## config.mk

```make
export PLATFORM = sky130hd
export DESIGN_NAME = pdp8l_rk8je_multi
export DESIGN_NICKNAME = d
export VERILOG_FILES = /design/src/rtl/pdp8l_rk8je_pkg.sv /design/src/rtl/rk8je_seek_timer.sv /design/src/rtl/pdp8l_rk8je_multi.sv
export SDC_FILE = /design/constraint.sdc
export NUM_CORES = 1
export LEC_CHECK = 0
export ABC_CLOCK_PERIOD_IN_PS = 3350
export CAP_MARGIN = 20
export CORE_MARGIN = 2
export CORE_UTILIZATION = 55
export DETAILED_ROUTE_END_ITERATION = 6
export HOLD_SLACK_MARGIN = 0.02
export PLACE_DENSITY_LB_ADDON = 0.25
export RECOVER_POWER = 25
export SLEW_MARGIN = 20
export SYNTH_ARGS = -nofsm -noshare
export SYNTH_HDL_FRONTEND = slang
export SYNTH_SLANG_ARGS = --single-unit
```

## constraint.sdc

```tcl
create_clock -name CLOCK -period 3.35 [get_ports CLOCK]
set_clock_uncertainty 0.2 [all_clocks]
set_input_delay 0.5025 -clock CLOCK [delete_from_list [all_inputs] [get_ports CLOCK]]
set_output_delay 0.5025 -clock CLOCK [all_outputs]
set_load 0.01 [all_outputs]
```

## src/rtl/pdp8l_rk8je_pkg.sv

```systemverilog
// Shared constants for the RK8JE-style disk IOT interface: status bit
// positions, command function codes, IOP function codes and the ARM ID word.
package pdp8l_rk8je_pkg;

  localparam logic [31:0] RK_ID_WORD  = 32'h524B3004;
  localparam logic [31:0] RK_BAD_ADDR = 32'hDEADBEEF;

  // Status register bit positions
  localparam int ST_DONE = 11;
  localparam int ST_HDIM = 10;
  localparam int ST_LATE = 9;
  localparam int ST_SERR = 8;
  localparam int ST_FLNR = 7;
  localparam int ST_CBSY = 6;
  localparam int ST_TIME = 5;
  localparam int ST_WLO  = 4;
  localparam int ST_DRVE = 3;
  localparam int ST_DATA = 2;
  localparam int ST_PAR  = 1;
  localparam int ST_CYLR = 0;

  // Command function field, command[11:9]
  localparam logic [2:0] FN_READ  = 3'd0;
  localparam logic [2:0] FN_RALL  = 3'd1;
  localparam logic [2:0] FN_WPRT  = 3'd2;
  localparam logic [2:0] FN_SEEK  = 3'd3;
  localparam logic [2:0] FN_WRITE = 3'd4;

  // IOP function codes, ioopcode[2:0]
  localparam logic [2:0] IOP_DSKP = 3'd1;
  localparam logic [2:0] IOP_DCLR = 3'd2;
  localparam logic [2:0] IOP_DLAG = 3'd3;
  localparam logic [2:0] IOP_DLCA = 3'd4;
  localparam logic [2:0] IOP_DRST = 3'd5;
  localparam logic [2:0] IOP_DLDC = 3'd6;

  // Status bits that make DSKP skip / raise the completion interrupt
  localparam logic [11:0] ST_SKIP_MASK = 12'hBBF;

  function automatic logic stskip_of(input logic [11:0] st);
    return |(st & ST_SKIP_MASK);
  endfunction

endpackage

```

## src/rtl/rk8je_seek_timer.sv

```systemverilog
// One drive's seek timer: loads SEEKTICKS on a seek, counts down on each
// prescaler tick and pulses expire on the 1->0 transition.
module rk8je_seek_timer
  import pdp8l_rk8je_pkg::*;
#(
  parameter int SEEKTICKS = 10
) (
  input  logic       CLOCK,
  input  logic       RESET,
  input  logic       tick,
  input  logic       load,
  input  logic       clear,
  output logic       busy,
  output logic       expire,
  output logic [7:0] count
);

  localparam logic [7:0] SEEK_LOAD = 8'(SEEKTICKS);

  logic [7:0] count_q, count_d;

  // Next count: clear beats a restart, a restart beats a countdown
  always_comb begin
    // NOTE: every output of this block gets a default first so no latch is inferred.
    count_d = count_q;
    expire  = 1'b0;
    if (clear) begin
      count_d = '0;
    end else if (load) begin
      count_d = SEEK_LOAD;
    end else if (tick && count_q != 8'd0) begin
      count_d = count_q - 8'd1;
      expire  = (count_q == 8'd1);
    end
  end

  // Count register with synchronous reset
  always_ff @(posedge CLOCK) begin
    // NOTE: non-blocking assignment so every flop samples pre-edge values.
    if (RESET) count_q <= '0;
    else       count_q <= count_d;
  end

  assign busy  = (count_q != 8'd0);
  assign count = count_q;

endmodule

```

## src/rtl/pdp8l_rk8je_multi.sv

```systemverilog
// RK8JE-style multi-drive disk IOT interface: decodes the 67xx IOPs, holds
// command/disk-address/memory-address/status, hands transfers to the ARM
// and tracks per-drive seeks with timers and seek-done interrupts.
module pdp8l_rk8je_multi
  import pdp8l_rk8je_pkg::*;
#(
  parameter logic [5:0] DEVCODE   = 6'o74,
  parameter int         NDRIVES   = 4,
  parameter int         TICKDIV   = 50000,
  parameter int         SEEKTICKS = 10
) (
  input  logic        CLOCK,
  input  logic        RESET,
  input  logic        BINIT,
  input  logic        armwrite,
  input  logic [3:0]  armraddr,
  input  logic [3:0]  armwaddr,
  input  logic [31:0] armwdata,
  output logic [31:0] armrdata,
  input  logic        iopstart,
  input  logic        iopstop,
  input  logic [11:0] ioopcode,
  input  logic [11:0] cputodev,
  output logic [11:0] devtocpu,
  output logic        AC_CLEAR,
  output logic        IO_SKIP,
  output logic        INT_RQST
);

  localparam int PW = (TICKDIV > 1) ? $clog2(TICKDIV) : 1;
  localparam logic [PW-1:0] PS_LAST = PW'(TICKDIV - 1);

  logic [11:0] command_q, command_d;
  logic [11:0] diskaddr_q, diskaddr_d;
  logic [11:0] memaddr_q, memaddr_d;
  logic [11:0] status_q, status_d;
  logic        startio_q, startio_d;
  logic        stbusy_q, stbusy_d;
  logic        enable_q, enable_d;
  logic [3:0]  seekdone_q, seekdone_d;
  logic [3:0][7:0] cyl_q, cyl_d;
  logic [PW-1:0] prescaler_q, prescaler_d;
  logic [11:0] devtocpu_q, devtocpu_d;
  logic        ac_clear_q, ac_clear_d;
  logic        io_skip_q, io_skip_d;

  logic        rst_any, seek_tick, iop_hit, stskip, done_hit;
  logic [2:0]  iop_func;
  logic [1:0]  drv;
  logic [3:0]  timer_busy, timer_expire, timer_load;
  logic        timer_clear;
  logic [3:0][7:0] timer_count;
  logic        unused_bits;

  assign rst_any   = RESET | BINIT;
  assign seek_tick = (prescaler_q == PS_LAST);
  assign iop_func  = ioopcode[2:0];
  assign iop_hit   = iopstart & enable_q &
                     (ioopcode[11:9] == 3'o6) & (ioopcode[8:3] == DEVCODE);
  assign drv       = command_q[2:1];
  assign stskip    = stskip_of(status_q);
  assign done_hit  = timer_expire[drv] & command_q[7];
  assign unused_bits = ^armwdata[31:12];

  // One timer per present drive; absent drives never look busy
  for (genvar g = 0; g < 4; g++) begin : g_drive
    if (g < NDRIVES) begin : g_present
      rk8je_seek_timer #(.SEEKTICKS(SEEKTICKS)) u_timer (
        .CLOCK  (CLOCK),
        .RESET  (rst_any),
        .tick   (seek_tick),
        .load   (timer_load[g]),
        .clear  (timer_clear),
        .busy   (timer_busy[g]),
        .expire (timer_expire[g]),
        .count  (timer_count[g])
      );
    end else begin : g_absent
      assign timer_busy[g]   = 1'b0;
      assign timer_expire[g] = 1'b0;
      assign timer_count[g]  = '0;
    end
  end

  // Next-state: ARM write beats IOP beats iopstop; seek expiry merged last
  always_comb begin
    command_d   = command_q;
    diskaddr_d  = diskaddr_q;
    memaddr_d   = memaddr_q;
    status_d    = status_q;
    startio_d   = startio_q;
    stbusy_d    = stbusy_q;
    enable_d    = enable_q;
    seekdone_d  = seekdone_q;
    cyl_d       = cyl_q;
    devtocpu_d  = devtocpu_q;
    ac_clear_d  = ac_clear_q;
    io_skip_d   = io_skip_q;
    timer_load  = '0;
    timer_clear = 1'b0;
    prescaler_d = seek_tick ? '0 : prescaler_q + 1'b1;

    if (armwrite) begin
      case (armwaddr)
        4'd1: command_d  = armwdata[11:0];
        4'd2: diskaddr_d = armwdata[11:0];
        4'd3: memaddr_d  = armwdata[11:0];
        4'd4: status_d   = armwdata[11:0];
        4'd5: {stbusy_d, startio_d, enable_d} = armwdata[2:0];
        4'd7: seekdone_d = seekdone_q & ~armwdata[3:0];
        4'd8, 4'd9, 4'd10, 4'd11: cyl_d[armwaddr[1:0]] = armwdata[7:0];
        default: ;
      endcase
    end else if (iop_hit) begin
      case (iop_func)
        IOP_DSKP: io_skip_d = stskip;
        IOP_DCLR: begin
          case (cputodev[1:0])
            2'd0: begin
              if (stbusy_q) status_d[ST_CBSY] = 1'b1;
              else          status_d = '0;
            end
            2'd1: begin
              command_d   = '0;
              memaddr_d   = '0;
              status_d    = '0;
              startio_d   = 1'b1;
              stbusy_d    = 1'b1;
              timer_clear = 1'b1;
            end
            2'd2: begin
              if (stbusy_q) begin
                status_d[ST_CBSY] = 1'b1;
              end else begin
                command_d[11:9] = FN_SEEK;
                command_d[7:0]  = '0;
                diskaddr_d      = '0;
                startio_d       = 1'b1;
                stbusy_d        = 1'b1;
              end
            end
            default: begin
              status_d    = '0;
              startio_d   = 1'b1;
              timer_clear = 1'b1;
            end
          endcase
        end
        IOP_DLAG: begin
          if (stbusy_q) begin
            status_d[ST_CBSY] = 1'b1;
          end else begin
            ac_clear_d = 1'b1;
            devtocpu_d = '0;
            diskaddr_d = cputodev;
            if (int'(drv) >= NDRIVES) begin
              status_d[ST_FLNR] = 1'b1;
            end else if (command_q[11:9] == FN_SEEK) begin
              // Seeks run locally; the ARM is not involved
              timer_load[drv] = 1'b1;
              cyl_d[drv]      = cputodev[11:4];
            end else if (timer_busy[drv]) begin
              status_d[ST_HDIM] = 1'b1;
              status_d[ST_CBSY] = 1'b1;
            end else begin
              startio_d = 1'b1;
              stbusy_d  = 1'b1;
            end
          end
        end
        IOP_DLCA: begin
          if (stbusy_q) begin
            status_d[ST_CBSY] = 1'b1;
          end else begin
            memaddr_d  = cputodev;
            ac_clear_d = 1'b1;
            devtocpu_d = '0;
          end
        end
        IOP_DRST: begin
          ac_clear_d = 1'b1;
          devtocpu_d = {status_q[ST_DONE], timer_busy[drv], status_q[9:0]};
        end
        IOP_DLDC: begin
          if (stbusy_q) begin
            status_d[ST_CBSY] = 1'b1;
          end else begin
            command_d  = cputodev;
            ac_clear_d = 1'b1;
            devtocpu_d = '0;
            status_d   = '0;
          end
        end
        default: ;
      endcase
    end else if (iopstop) begin
      devtocpu_d = '0;
      ac_clear_d = 1'b0;
      io_skip_d  = 1'b0;
    end

    // Seek completion: an ARM write of the same register wins, IOPs lose
    if (!(armwrite && armwaddr == 4'd7)) seekdone_d = seekdone_d | timer_expire;
    if (!(armwrite && armwaddr == 4'd4) && done_hit) status_d[ST_DONE] = 1'b1;
  end

  // State registers; RESET/BINIT clear all, only RESET clears enable
  always_ff @(posedge CLOCK) begin
    if (rst_any) begin
      command_q   <= '0;
      diskaddr_q  <= '0;
      memaddr_q   <= '0;
      status_q    <= '0;
      startio_q   <= 1'b0;
      stbusy_q    <= 1'b0;
      enable_q    <= RESET ? 1'b0 : enable_q;
      seekdone_q  <= '0;
      cyl_q       <= '0;
      prescaler_q <= '0;
      devtocpu_q  <= '0;
      ac_clear_q  <= 1'b0;
      io_skip_q   <= 1'b0;
    end else begin
      command_q   <= command_d;
      diskaddr_q  <= diskaddr_d;
      memaddr_q   <= memaddr_d;
      status_q    <= status_d;
      startio_q   <= startio_d;
      stbusy_q    <= stbusy_d;
      enable_q    <= enable_d;
      seekdone_q  <= seekdone_d;
      cyl_q       <= cyl_d;
      prescaler_q <= prescaler_d;
      devtocpu_q  <= devtocpu_d;
      ac_clear_q  <= ac_clear_d;
      io_skip_q   <= io_skip_d;
    end
  end

  // ARM register read mux
  always_comb begin
    armrdata = RK_BAD_ADDR;
    case (armraddr)
      4'd0: armrdata = RK_ID_WORD;
      4'd1: armrdata = {20'b0, command_q};
      4'd2: armrdata = {20'b0, diskaddr_q};
      4'd3: armrdata = {20'b0, memaddr_q};
      4'd4: armrdata = {20'b0, status_q};
      4'd5: armrdata = {29'b0, stbusy_q, startio_q, enable_q};
      4'd6: armrdata = {28'b0, timer_busy};
      4'd7: armrdata = {28'b0, seekdone_q};
      4'd8, 4'd9, 4'd10, 4'd11:
        armrdata = {8'b0, timer_count[armraddr[1:0]], 8'b0, cyl_q[armraddr[1:0]]};
      default: ;
    endcase
  end

  assign devtocpu = devtocpu_q;
  assign AC_CLEAR = ac_clear_q;
  assign IO_SKIP  = io_skip_q;
  assign INT_RQST = (command_q[8] & stskip) | (command_q[7] & (|seekdone_q));

endmodule

```

After elaboration in Yosys (flattened, before gate mapping)
Index checks and enable logic that the tools add are counted.
{"block": "totals", "regBits": 149}
{"block": "classes", "n_bitwise": 12, "n_eq_ne": 66, "order_cmp": 5, "n_addsub": 5, "muxes": 125, "reduce_logical": 60}
{"operator": "$pmux 32 s9", "n": 1}
{"operator": "$mux 12", "n": 18}
{"operator": "$mux 32", "n": 6}
{"operator": "$pmux 12 s2", "n": 4}
{"operator": "$bwmux 32", "n": 2}
{"operator": "$mux 4", "n": 16}
{"operator": "$mux 1", "n": 49}
{"operator": "$mux 8", "n": 5}
{"operator": "$ne 3x3->1 const B", "n": 11}
{"operator": "$bmux 8 s2", "n": 2}
{"operator": "$demux 8 s2", "n": 2}
{"operator": "$eq 4x4->1 const B", "n": 8}
{"operator": "$eq 8x1->1 const B", "n": 4}
{"operator": "$reduce_bool 8->1", "n": 4}
{"operator": "$sub 8x1->8 const B", "n": 4}
{"operator": "$eq 4x3->1 const B", "n": 7}
{"operator": "$pmux 6 s2", "n": 2}
{"operator": "$reduce_and 5->1", "n": 4}
{"operator": "$reduce_bool 2->1", "n": 10}
{"operator": "$add 16x1->16 const B", "n": 1}
{"operator": "$eq 16x16->1 const B", "n": 1}
{"operator": "$eq 4x2->1 const B", "n": 4}
{"operator": "$ne 4x4->1 const B", "n": 4}
{"operator": "$pmux 8 s2", "n": 1}
{"operator": "46 further kinds", "n": 103}

Depth between registers and ports, before layout
Gate-level depths: netlist (run 1).
{"block": "depth", "depth_word": 17, "ltp_mapped": 9}

Hierarchy
Synthesis (run 1) repeated with hierarchy kept, for this count alone.
{"block": "unflattened", "cells_unflattened": 1229, "area_unflattened_um2": 10219.8}
{"mod": "pdp8l_rk8je_multi", "cells_each": 1009, "n_inst": 1, "seq_area_each_um2": 2352.3, "area_each_um2": 8187.9}
{"mod": "rk8je_seek_timer", "cells_each": 55, "n_inst": 4, "seq_area_each_um2": 160.2, "area_each_um2": 508.0}

Least setup slack after synthesis (run 1)
No wires, ideal clock.
{"block": "synth_timing", "path_type": "input -> register", "start": "input port ioopcode[9]", "end": "register cyl_q[13] (netlist bit)", "path_slack_ns": 0.567, "setup_ns": 0.116, "t_required_ns": 3.034, "t_arrival_ns": 2.466, "cell_stages": 8, "path_cell_list": "or4b_4 or3_1 buf_6 or3_4 o21ai_4 buf_6 o221ai_1 o211a_1"}
{"block": "synth_between", "elab_chain_cells": 5}
{"item": "start, declared", "line": "pdp8l_rk8je_multi.sv:22", "rtl": "input logic [11:0] ioopcode,"}
{"item": "$eq 3x3->1", "line": "pdp8l_rk8je_multi.sv:59", "rtl": "(ioopcode[11:9] == 3'o6) & (ioopcode[8:3] == DEVCODE);"}
{"item": "$and 1x1->1", "line": "pdp8l_rk8je_multi.sv:58", "rtl": "assign iop_hit = iopstart & enable_q &"}
{"item": "$and 1x1->1", "line": "pdp8l_rk8je_multi.sv:59"}
{"item": "$reduce_bool 2->1 (no source line)"}
{"item": "$reduce_and 5->1 (no source line)"}
{"item": "end signal, assigned", "line": "pdp8l_rk8je_multi.sv:232", "rtl": "cyl_q <= cyl_d;"}
{"item": "end, declared", "line": "pdp8l_rk8je_multi.sv:41", "rtl": "logic [3:0][7:0] cyl_q, cyl_d;"}
Every way passes these cells.
A chain may end at the register's enable or synchronous reset.

Worst setup path after layout (run 1)
{"block": "layout_timing", "start": "register g_drive[1].g_present.u_timer.count_q[4]", "end": "output port armrdata[1]"}
{"block": "layout_between", "elab_chain_cells": 2}
{"item": "start, declared", "line": "rk8je_seek_timer.sv:20", "rtl": "logic [7:0] count_q, count_d;"}
{"item": "start signal, assigned", "line": "rk8je_seek_timer.sv:41", "rtl": "else count_q <= count_d;"}
{"item": "$reduce_bool 8->1", "line": "rk8je_seek_timer.sv:44", "rtl": "assign busy = (count_q != 8'd0);"}
{"item": "$pmux 32 s9", "line": "pdp8l_rk8je_multi.sv:243", "rtl": "case (armraddr)"}
{"item": "end, declared", "line": "pdp8l_rk8je_multi.sv:19", "rtl": "output logic [31:0] armrdata,"}
Every way passes these cells.

==> results list, run 1 <==
* Ys flop type: sky130_fd_sc_hd__dfxtp_1
* Netlist cell types: 72
- Total Die Area: 16000 µm²
* Crit path from: g_drive[1].g_present.u_timer.count[4]
- In this run, synthesis produced a sequential element count of 149.
- In this run the mean area of a mapped cell was 8.80 µm².
- Total vias in the final route: 8018
- The worst path needs 3.28 ns of the cycle, external delays included.
- Clock tree from TritonCTS: yes
- Worst path required time: 2.65 ns
- The total area inside the core boundary comes to 14600 µm².
- Buffers added to address setup during post-CTS repair amount to 0.
- Crit Reg-Reg Startpoint: g_drive[2].g_present.u_timer.count[4]
- Fraction of power spent switching nets: 0.247
* Average via count per standard cell: 6.48
* Wire length of the first global-routing pass: 38900 µm
- Insertion delay to the later sink of the worst-skew pair: 0.43 ns
* Aggregate routed wire length: 24700 µm
- 1st-iter DRT viols: 921
- Maximum clock frequency: 305 MHz
* Worst setup slack before clock tree synthesis: -0.179 ns
- Synthesis-to-layout area growth: 23.4%
- The final layout contains 1124 nets.
- CTS Buffer Depth: 2
* Outcome: finished clean
* Vertical extent of the die: 127 µm
- Final setup margin: 0.0664 ns
* Setup TNS Final: 0 ns
- Total clock buffers created by CTS: 17
* Horizontal die dimension: 127 µm
- Startpoint of the most critical hold path: prescaler_q[0]
* Post-synth EDFFs: 1
- Final core area utilization: 0.699
* Remaining Overflow, GRT: 0
- Aggregate global-route resource usage: 0.306
- Slew at the pin closest to its max-slew limit: 1.32 ns
- Vias in the first global route: 7348
- Across the run, the number of max-cap violations was 0.
* Number of instances in the synthesized netlist: 939
- Reg area: 2990 µm²
- In this run the clock root is driven by a sky130_fd_sc_hd__clkbuf_16.
* CTS clk-pin slew, worst paths: 0.06 ns
- STA classifies the critical path startpoint as a register.
- In this run the remaining antenna-violating nets after routing total 0.
- Routability cong.: 0.972
* Share of layout cells above drive strength 1: 0.130
- Input and output buffers added on the ports amount to 93.
* Static Leakage: 4.53 nW
- In the routed design, unresolved DRC markers number 0.
- Combinational cell fraction of total power: 0.097
- Counting flops with an async set or reset pin after synthesis yields a share of 0.
- 0 antenna diodes ended up in the layout.
- Along the worst path, the maximum fanout reaches 4.
- First drt pass iteration count: 5
- During I/O placement, the number of pins put on the boundary was 117.
- Kind of cell with the highest combined delay on the critical path: simple AND/OR/NAND/NOR gates
- The H-tree was split into 4 levels.
* Final-layout fill cell count: 1147
- Detailed placement ended at an HPWL of 17800 µm.
- For this design the ratio of total power to cell area is 413 nW/µm².
- Final number of max-transition violations: 0
- Final non-filler cell total: 1238
- The number of hold buffers added after CTS was 0.
- The largest individual stage delay along the critical path comes from the cell sky130_fd_sc_hd__or4_1.
- Cell-internal power: 0.00317 W
- After detailed routing, the average wire length per cell comes to 20.0 µm.
* Total of endpoints with negative setup slack in the final report: 0
- IR drop worst, VDD: 0.355 mV
- On the worst path, the slowest cell contributes a delay of 0.62 ns.
- Total power: 0.00422 W
* Multi-input gate area: 4820 µm²
- Setup repair after global routing missed its margin: false
- Setup crit end kind: primary output
- Sequential area share after synthesis: 0.362
- Counting tap cells, the placed design contains a total of 1206 instances.
- Pin count of the biggest net entering global routing: 32
- Sink count of the clock tree: 149
- Of the total power, the clock network draws 0.478.
- The number of hold-slack violations in the final timing report came to 0.
- Worst relative slew slack: 0.118
- The worst setup path is of the reg2out kind.
* Initial antenna violation count: 0
- Data arrival at the endpoint of the critical path: 2.58 ns
- For this run, the number of Yosys warnings is 0.
* Most common library cell in the layout ignoring fill and taps: sky130_fd_sc_hd__dfxtp_1
- Path category of the worst min-delay check: reg2reg
- Count of standard-cell rows: 44
- Sequential Power Share: 0.425
- P_sw: 0.00104 W
- The signal on the critical path passes through or4_1 -> or3_4 -> a32oi_1 -> nand4_1 -> dlygate4sd2_1.
* Effective utilization at floorplan: 0.566
- After synthesis the cells add up to 8260 µm².
- In the layout the commonest cells are sky130_fd_sc_hd__dfxtp_1 (148), sky130_fd_sc_hd__nor2_1 (112), sky130_fd_sc_hd__nand2_1 (83).
- Of the available clock period, the critical path in the final layout requires 0.980.
- Counting both buffers and inverters, the worst setup path holds a total of 1.
[cells by family after synthesis]
family	synth area share
buf+inv	0.0590
other cells	0.000454
mux	0.0624
fa+ha+maj	0.0197
simple gates	0.200
flops	0.362
xor+xnor	0.0392
compound gates	0.258
[Yosys cell counts, types with 11 or more instances]
master	instances	area (µm²)
sky130_fd_sc_hd__o211a_1	56	561
sky130_fd_sc_hd__mux2i_1	11	110
sky130_fd_sc_hd__a22oi_1	25	188
sky130_fd_sc_hd__nor2_1	113	424
sky130_fd_sc_hd__clkbuf_1	40	150
sky130_fd_sc_hd__inv_1	31	116
sky130_fd_sc_hd__dfxtp_1	148	2960
sky130_fd_sc_hd__nand3_1	22	110
sky130_fd_sc_hd__nand2_1	83	312
sky130_fd_sc_hd__ha_1	13	163
sky130_fd_sc_hd__xnor2_1	21	184
sky130_fd_sc_hd__o211ai_1	28	210
sky130_fd_sc_hd__o21ai_0	33	165
sky130_fd_sc_hd__mux4_2	17	383
sky130_fd_sc_hd__nor3_1	18	90.1
sky130_fd_sc_hd__o221ai_1	32	280
sky130_fd_sc_hd__a21oi_1	42	210
sky130_fd_sc_hd__buf_2	12	60.1
sky130_fd_sc_hd__xor2_1	16	140
sky130_fd_sc_hd__nor4_1	11	68.8
[path summary, 6_finish.rpt]
check | slack, ns | endpoint | cells past startpoint
worst max-delay path | 0.07 | armrdata[1] | 5
worst min-delay path | 0.26 | prescaler_q[0] | 1
worst min register to register | 0.26 | prescaler_q[0] | 1
worst max register to register | 0.48 | status_q[6] | 6
[per-stage QoR]
stage / hold WS (ns) / area (µm²)
after floorplan: 0.213 / 8270
after global placement: 0.229 / 9580
after detailed placement: 0.248 / 9580
after CTS: 0.256 / 10200
after global routing: 0.272 / 10200
final: 0.259 / 10200
[power groups by stage]
| stage | Combinational, W | Clock, W | Sequential (W) |
|---|---|---|---|
| after floorplan | 0.000211 | 0 | 0.00183 |
| after global placement | 0.000400 | 0 | 0.00183 |
| after detailed placement | 0.000402 | 0 | 0.00183 |
| after CTS | 0.000404 | 0.00203 | 0.00179 |
| after global routing | 0.000432 | 0.00211 | 0.00179 |
| final | 0.000409 | 0.00201 | 0.00179 |
[layer usage]
| layer | global-route usage | vias up | part of all wire |
|---|---|---|---|
| met3 | 0.0548 | 47 | 0.091 |
| li1 | - | 3715 | - |
| met1 | 0.424 | 3817 | 0.43 |
| met2 | 0.486 | 439 | 0.46 |
| met5 | 0 | - | 0 |
| met4 | 0.101 | 0 | 0.018 |
[area by class of cell]
class	count	share of cell area
Multi-Input combinational cell	686	0.473
Sequential cell	149	0.293
Timing Repair Buffer	156	0.139
Clock buffer	19	0.0444
Tap cell	184	0.0226
Clock inverter	13	0.0168
Inverter	31	0.0114
[flip-flops by register name (all words and copies together), names as in the netlist]
| signal | flops |
|---|---|
| cyl_q | 32 |
| g_drive.g_present.u_timer.count | 32 |
| prescaler_q | 16 |
| command_q | 12 |
| devtocpu | 12 |
| diskaddr_q | 12 |
| memaddr_q | 12 |
| status_q | 12 |
| seekdone_q | 4 |
| AC_CLEAR | 1 |
| IO_SKIP | 1 |
| enable_q | 1 |
| startio_q | 1 |
| stbusy_q | 1 |
[what timing repair did]
| item | in CTS | in global routing |
|---|---|---|
| endpoints found under the setup margin | 15 | 8 |
| gates resized for setup | 10 | 6 |
| hold endpoints to repair | 0 | 0 |
Note: power is estimated with default switching activity, not from simulation.
==> run 2: changes to the inputs <==
- CELL_PAD_IN_SITES_DETAIL_PLACEMENT: default -> 0
- CELL_PAD_IN_SITES_GLOBAL_PLACEMENT: default -> 1
- CORE_UTILIZATION: 55 -> 42
==> run 2 against run 1 <==
Critical path depth unchanged; first-iteration DRC count decreased by 26%; largest power group unchanged; register-to-register slack about the same; setup slack improved by 0.035 ns; combinational power about the same; the flow now finishes with violations (DRC); core utilization decreased by 17 points; die area increased by 30%; clock-buffer cell count decreased by 1; largest cell class unchanged.
==> results list, run 2 (synthesis gave the netlist of run 1 again) <==
* Outcome: complete, but fails checks
- The final reports fail on DRC.
- CTS Buffer Depth: 2
* Total power: 0.00404 W
* Commonest cells after routing, fill and taps aside: sky130_fd_sc_hd__dfxtp_1 (148), sky130_fd_sc_hd__nor2_1 (113), sky130_fd_sc_hd__nand2_1 (83)
- Sink count of the clock tree: 149
- Effective utilization at floorplan: 0.426
- CP max stage delay: 0.62 ns
* Crit path time final: 3.25 ns
- Clock root buffer: sky130_fd_sc_hd__clkbuf_16
* Cell breakdown of the critical path: or4_1 -> or3_4 -> a32oi_1 -> nand4_1 -> dlygate4sd2_1
- The first detailed-routing pass took 7 iterations.
- Static Leakage: 4.56 nW
- Total clock buffers created by CTS: 17
- Worst setup slack before clock tree synthesis: -0.129 ns
- Based on the critical path, the design can be clocked at up to 308 MHz.
- Of the available clock period, the critical path in the final layout requires 0.970.
* Initial antenna violation count: 0
- Setup repair after global routing left no endpoint under its margin.
* Worst path required time: 2.65 ns
- The die covers 20800 µm².
- The worst hold path belongs to the class reg2reg.
* Wire length of the first global-routing pass: 39500 µm
* Residual DRC count: 2
- The die is 144 µm tall.
- Synthesis-to-layout area growth: 24.7%
- Final-layout fill cell count: 1889
- Total of endpoints with negative setup slack in the final report: 0
- The detailed router finished its first iteration with 677 violations.
- Type of the worst setup path: reg2out
- Buffers on Ports: 93
- Leaving out fill and tap cells, the most frequent cell in the layout is sky130_fd_sc_hd__dfxtp_1.
- The routed layout has 7782 vias.
* Crit Reg-Reg Startpoint: g_drive[2].g_present.u_timer.count[4]
* Average wire per standard cell: 19.6 µm
* Insertion delay to the later sink of the worst-skew pair: 0.44 ns
- STA classifies the critical path endpoint as a primary output.
- The congestion estimate from routability-driven global placement came to 0.880.
* Worst relative slew slack: 0.0581
- Crit path from: g_drive[1].g_present.u_timer.count[4]
- The number of max-slew violations in the final report is 0.
- Met3 Track Usage GR: 0.0414
- Post-CTS setup buffers: 0
- Final core area utilization: 0.531
- At the end of the flow, the number of nets in the layout was 1129.
* CTS clk-pin slew, worst paths: 0.07 ns
- Highest net fanout along the worst path: 4
- The worst setup path is launched from a register.
* Met1 Track Usage GR: 0.361
- The layer flagged by global routing as most heavily used is met2.
- The number of hold-slack violations in the final timing report came to 0.
- For this run, the total global-route usage over all layers was measured as 0.249.
- Dividing total power by cell area gives a power density of 392 nW/µm².
* Count of standard-cell rows: 51
- Clock tree from TritonCTS: yes
* Met2 track demand over resource in global routing: 0.388
- For this design the top-level I/O count stands at 117.
* Share of layout cells above drive strength 1: 0.135
- Area of the core region: 19400 µm²
- IR analysis of the VDD net gives a maximum drop of 0.344 mV.
- H-tree depth: 4
- ANT cells: 0
- Crit path max-delay cell type: sky130_fd_sc_hd__or4_1
* HPWL after detailed placement: 19200 µm
* Final setup margin: 0.101 ns
- Average via count per standard cell: 5.88
- At the pin with the least slew margin, the transition time is 1.41 ns.
- Number of nets still failing antenna checks after routing: 0
* Worst hold stages: 1
- Across the run, the number of max-cap violations was 0.
* Aggregate routed wire length: 25900 µm
* Data arrival at the endpoint of the critical path: 2.55 ns
* Startpoint of the most critical hold path: prescaler_q[0]
* Remaining Overflow, GRT: 0
- Horizontal die dimension: 144 µm
- Entering global routing, the biggest net connects 45 pins.
* Vias in the first global route: 7131
- Worst reg-to-reg path cell count: 6
- Setup TNS Final: 0 ns
==> run 2: cell count changes in the layout (fill, tap and decap cells not counted), moves of 2 or more <==
cell,change
sky130_fd_sc_hd__buf_4,+7
sky130_fd_sc_hd__bufinv_16,-3
sky130_fd_sc_hd__clkbuf_2,-3
sky130_fd_sc_hd__clkdlybuf4s50_1,-2
sky130_fd_sc_hd__clkinvlp_4,+2
sky130_fd_sc_hd__dlymetal6s2s_1,+2
sky130_fd_sc_hd__o21ai_0,+2
sky130_fd_sc_hd__o21ai_1,-2
==> run 2: timing repair <==
item | CTS | global route
pin swaps | 1 | 3
hold buffers | 0 | 0
endpoints found under the hold margin | 0 | 0
endpoints found under the setup margin | 8 | 10
gates resized for setup | 10 | 10
==> run 2: final cells by class <==
class	instances	area (µm²)	share of cell area
clock inverter	13	119	0.0115
clock buffer	18	439	0.0426
tap	265	332	0.0322
sequential	149	2990	0.291
timing repair buffer	161	1480	0.144
inverter	31	116	0.0113
multi-input combinational	686	4820	0.468
==> run 2: per-layer routing <==
layer	part of all wire	up-vias
li1	-	3719
met1	0.47	3750
met2	0.44	290
met3	0.072	23
met4	0.012	0
met5	0	-
==> run 2: stage by stage <==
step,hold WS (ns),std cells,instance area [µm²]
floorplan,0.213,941,8270
global placement,0.225,1292,9720
detailed placement,0.234,1292,9720
CTS,0.244,1323,10300
global route,0.273,1323,10300
finish,0.242,1323,10300
==> run 2: worst paths after layout <==
| check | to | slack (ns) |
|---|---|---|
| hold reg to reg | prescaler_q[0] | 0.24 |
| hold / removal | prescaler_q[0] | 0.24 |
| setup reg to reg | status_q[6] | 0.47 |
| setup / recovery | armrdata[1] | 0.10 |
==> run 2: report_power, final <==
group,switching (W),leakage [nW],internal [W]
registers,0.00000856,1.20,0.00178
clock network,0.000853,0.266,0.000986
logic,0.000242,3.09,0.000168
total,0.00110,4.56,0.00294
==> run 2: critical path: cells and delay by family, from the launching register on <==
| family | cells | cell delay, ns |
|---|---|---|
| AOI/OAI and AO/OA | 1 | 0.20 |
| buffers and inverters | 1 | 0.33 |
| DFF | 1 | 0.35 |
| and+or+nand+nor | 3 | 1.23 |
==> run 3: changes to the inputs <==
- TNS_END_PERCENT: default -> 50
==> run 3 against run 2 <==
The flow now finishes without violations; critical path depth is the same; non-clock buffer count unchanged; core utilization hardly changed; clock power about the same; global-route usage unchanged; power hardly changed; setup slack worse by 0.0082 ns; via count decreased by 0.23%; sequential share of layout area barely moved; sequential cell count unchanged; cell count stayed put; combinational power barely moved; highest routed layer unchanged.
==> results list, run 3 (synthesis gave the netlist of run 1 again) <==
- The worst setup path is launched from a register.
* CTS clk-pin slew, worst paths: 0.07 ns
- Residual DRC count: 0
* Worst path buffer plus inverter count: 1
- Clock tree from TritonCTS: yes
* Worst path required time: 2.65 ns
- Using the TritonRoute via totals, the vias-per-cell ratio works out to 5.87.
- The first global-routing pass estimated 39500 µm of wire.
* Worst hold stages: 1
- Total clock buffers created by CTS: 17
- Summed over all failing endpoints, the final setup total negative slack is 0 ns.
* Highest net fanout along the worst path: 4
* HPWL after detailed placement: 19200 µm
- In this run the remaining antenna-violating nets after routing total 0.
- Total vias in the final route: 7764
* Period utilisation layout: 0.972
- The worst pin sits at a relative slew slack of 0.0860.
- Pin count of the biggest net entering global routing: 45
* First drt pass iteration count: 6
- For this run, the total global-route usage over all layers was measured as 0.249.
- The run finished with clean final reports.
* Static Leakage: 4.53 nW
- IR analysis of the VDD net gives a maximum drop of 0.345 mV.
- In this run, post-CTS hold repair placed 0 buffers.
- Setup repair after global routing left no endpoint under its margin.
- Setup slack on the critical path of the routed design comes to 0.0929 ns.
- The H-tree was split into 4 levels.
* Endpoint of the most critical register-to-register path: status_q[6]
* Most common library cell in the layout ignoring fill and taps: sky130_fd_sc_hd__dfxtp_1
- Vertical extent of the die: 144 µm
* Initial antenna violation count: 0
- For flop-to-flop paths, the worst setup slack is 0.48 ns.
* Sink count of the clock tree: 149
* Buffers on Ports: 93
- The worst setup path is of the reg2out kind.
- Aggregate routed wire length: 25800 µm
- No sink is reached through more buffers than the 2 on the longest clock path.
- Number of max-capacitance violations reported: 0
- Final core area utilization: 0.531
- For the pin with the worst max-slew slack, the measured transition is 1.37 ns.
- 117 I/O pins were placed.
- Horizontal die dimension: 144 µm
- Setup crit end kind: primary output
* Hold Path End: prescaler_q[0]
* Startpoint of the most critical hold path: prescaler_q[0]
* Path category of the worst min-delay check: reg2reg
- Clock latency on the worst-skew pair, taken at its later pin, is 0.44 ns.
- OpenSTA, run right after detailed placement, puts the worst setup slack at -0.129 ns.
* CP max stage delay: 0.62 ns
- Average wire per standard cell: 19.5 µm
- Pwr/cell area: 392 nW/µm²
* Effective utilization at floorplan: 0.426
- Based on the critical path, the design can be clocked at up to 307 MHz.
* Total of endpoints with negative setup slack in the final report: 0
* ANT cells: 0
* Data arrival at the endpoint of the critical path: 2.55 ns
- Cell breakdown of the critical path: or4_1 -> or3_4 -> a32oi_1 -> nand4_1 -> dlygate4sd2_1
- Crit path time final: 3.26 ns
- In the final layout, the share of cells above drive strength 1 is 0.135.
- Summed over all layers, the global routing overflow is 0.
- The final layout contains 1129 nets.
- The worst register-to-register path begins at g_drive[2].g_present.u_timer.count[4].
* Final number of max-transition violations: 0
- Total Die Area: 20800 µm²
* Area of the core region: 19400 µm²
* Count of standard-cell rows: 51
- Commonest cells after routing, fill and taps aside: sky130_fd_sc_hd__dfxtp_1 (148), sky130_fd_sc_hd__nor2_1 (113), sky130_fd_sc_hd__nand2_1 (83)
* Number of failing hold endpoints at the final stage: 0
- Routability-driven placement finished with a final weighted congestion of 0.880.
* Vias in the first global route: 7131
* Kind of cell with the highest combined delay on the critical path: simple AND/OR/NAND/NOR gates
- The area growth from synthesis to layout is 24.6%.
- Clock root buffer: sky130_fd_sc_hd__clkbuf_16
- Counting cells, the worst reg-to-reg path comes to 6.
- Among all stages on the critical path, the largest delay is contributed by sky130_fd_sc_hd__or4_1.
- 1st-iter DRT viols: 758
[run 3: cell count changes in the layout (fill, tap and decap cells not counted), sizes merged]
cell / change
clkdlybuf4s50: +2
dlymetal6s2s: -2
[run 3: layout make-up]
type / count / area (µm²)
Tap cell: 265 / 332
Timing Repair Buffer: 161 / 1480
Clock buffer: 18 / 439
Multi-Input combinational cell: 686 / 4820
Clock inverter: 13 / 119
Sequential cell: 149 / 2990
Inverter: 31 / 116
Fill cell: 1889 / 9100
[run 3: routing by layer]
layer	vias up	wire length, µm	global-route usage
met3	20	1910	0.0414
met1	3734	12100	0.361
met5	-	0	0
met4	0	308	0.0634
li1	3719	-	-
met2	291	11500	0.388
[run 3: per-stage QoR]
step,cells,hold slack (ns),area (µm²),total power (W)
detailed placement,1292,0.234,9720,0.00224
global route,1323,0.273,10300,0.00416
finish,1323,0.242,10300,0.00404
CTS,1323,0.244,10300,0.00406
floorplan,941,0.213,8270,0.00204
global placement,1292,0.225,9720,0.00224
[run 3: power by group]
part / switching, W / internal, W / total (W)
registers: 0.00000859 / 0.00178 / 0.00179
logic: 0.000241 / 0.000169 / 0.000410
clock network: 0.000850 / 0.000986 / 0.00184
total: 0.00110 / 0.00294 / 0.00404
[run 3: what timing repair did]
| action | 4_1_cts | 5_1_grt |
|---|---|---|
| setup endpoints to repair | 8 | 10 |
| setup buffers | 0 | 0 |
| pin swaps | 1 | 3 |
| resized for setup | 10 | 8 |
[run 3: how the worst max path moves through the flow]
stage / start / end / slack, ns / depth (start not counted)
2_1_floorplan: ioopcode[9] / cyl_q[13] / 0.57 / 8
3_3_place_gp: ioopcode[9] / devtocpu[7] / -0.23 / 7
3_5_place_dp: armraddr[0] / armrdata[2] / -0.13 / 8
4_1_cts: armraddr[1] / armrdata[9] / 0.04 / 8
5_1_grt: armraddr[2] / armrdata[6] / 0.003 / 9
6_report: g_drive[1].g_present.u_timer.count[4] / armrdata[1] / 0.09 / 5
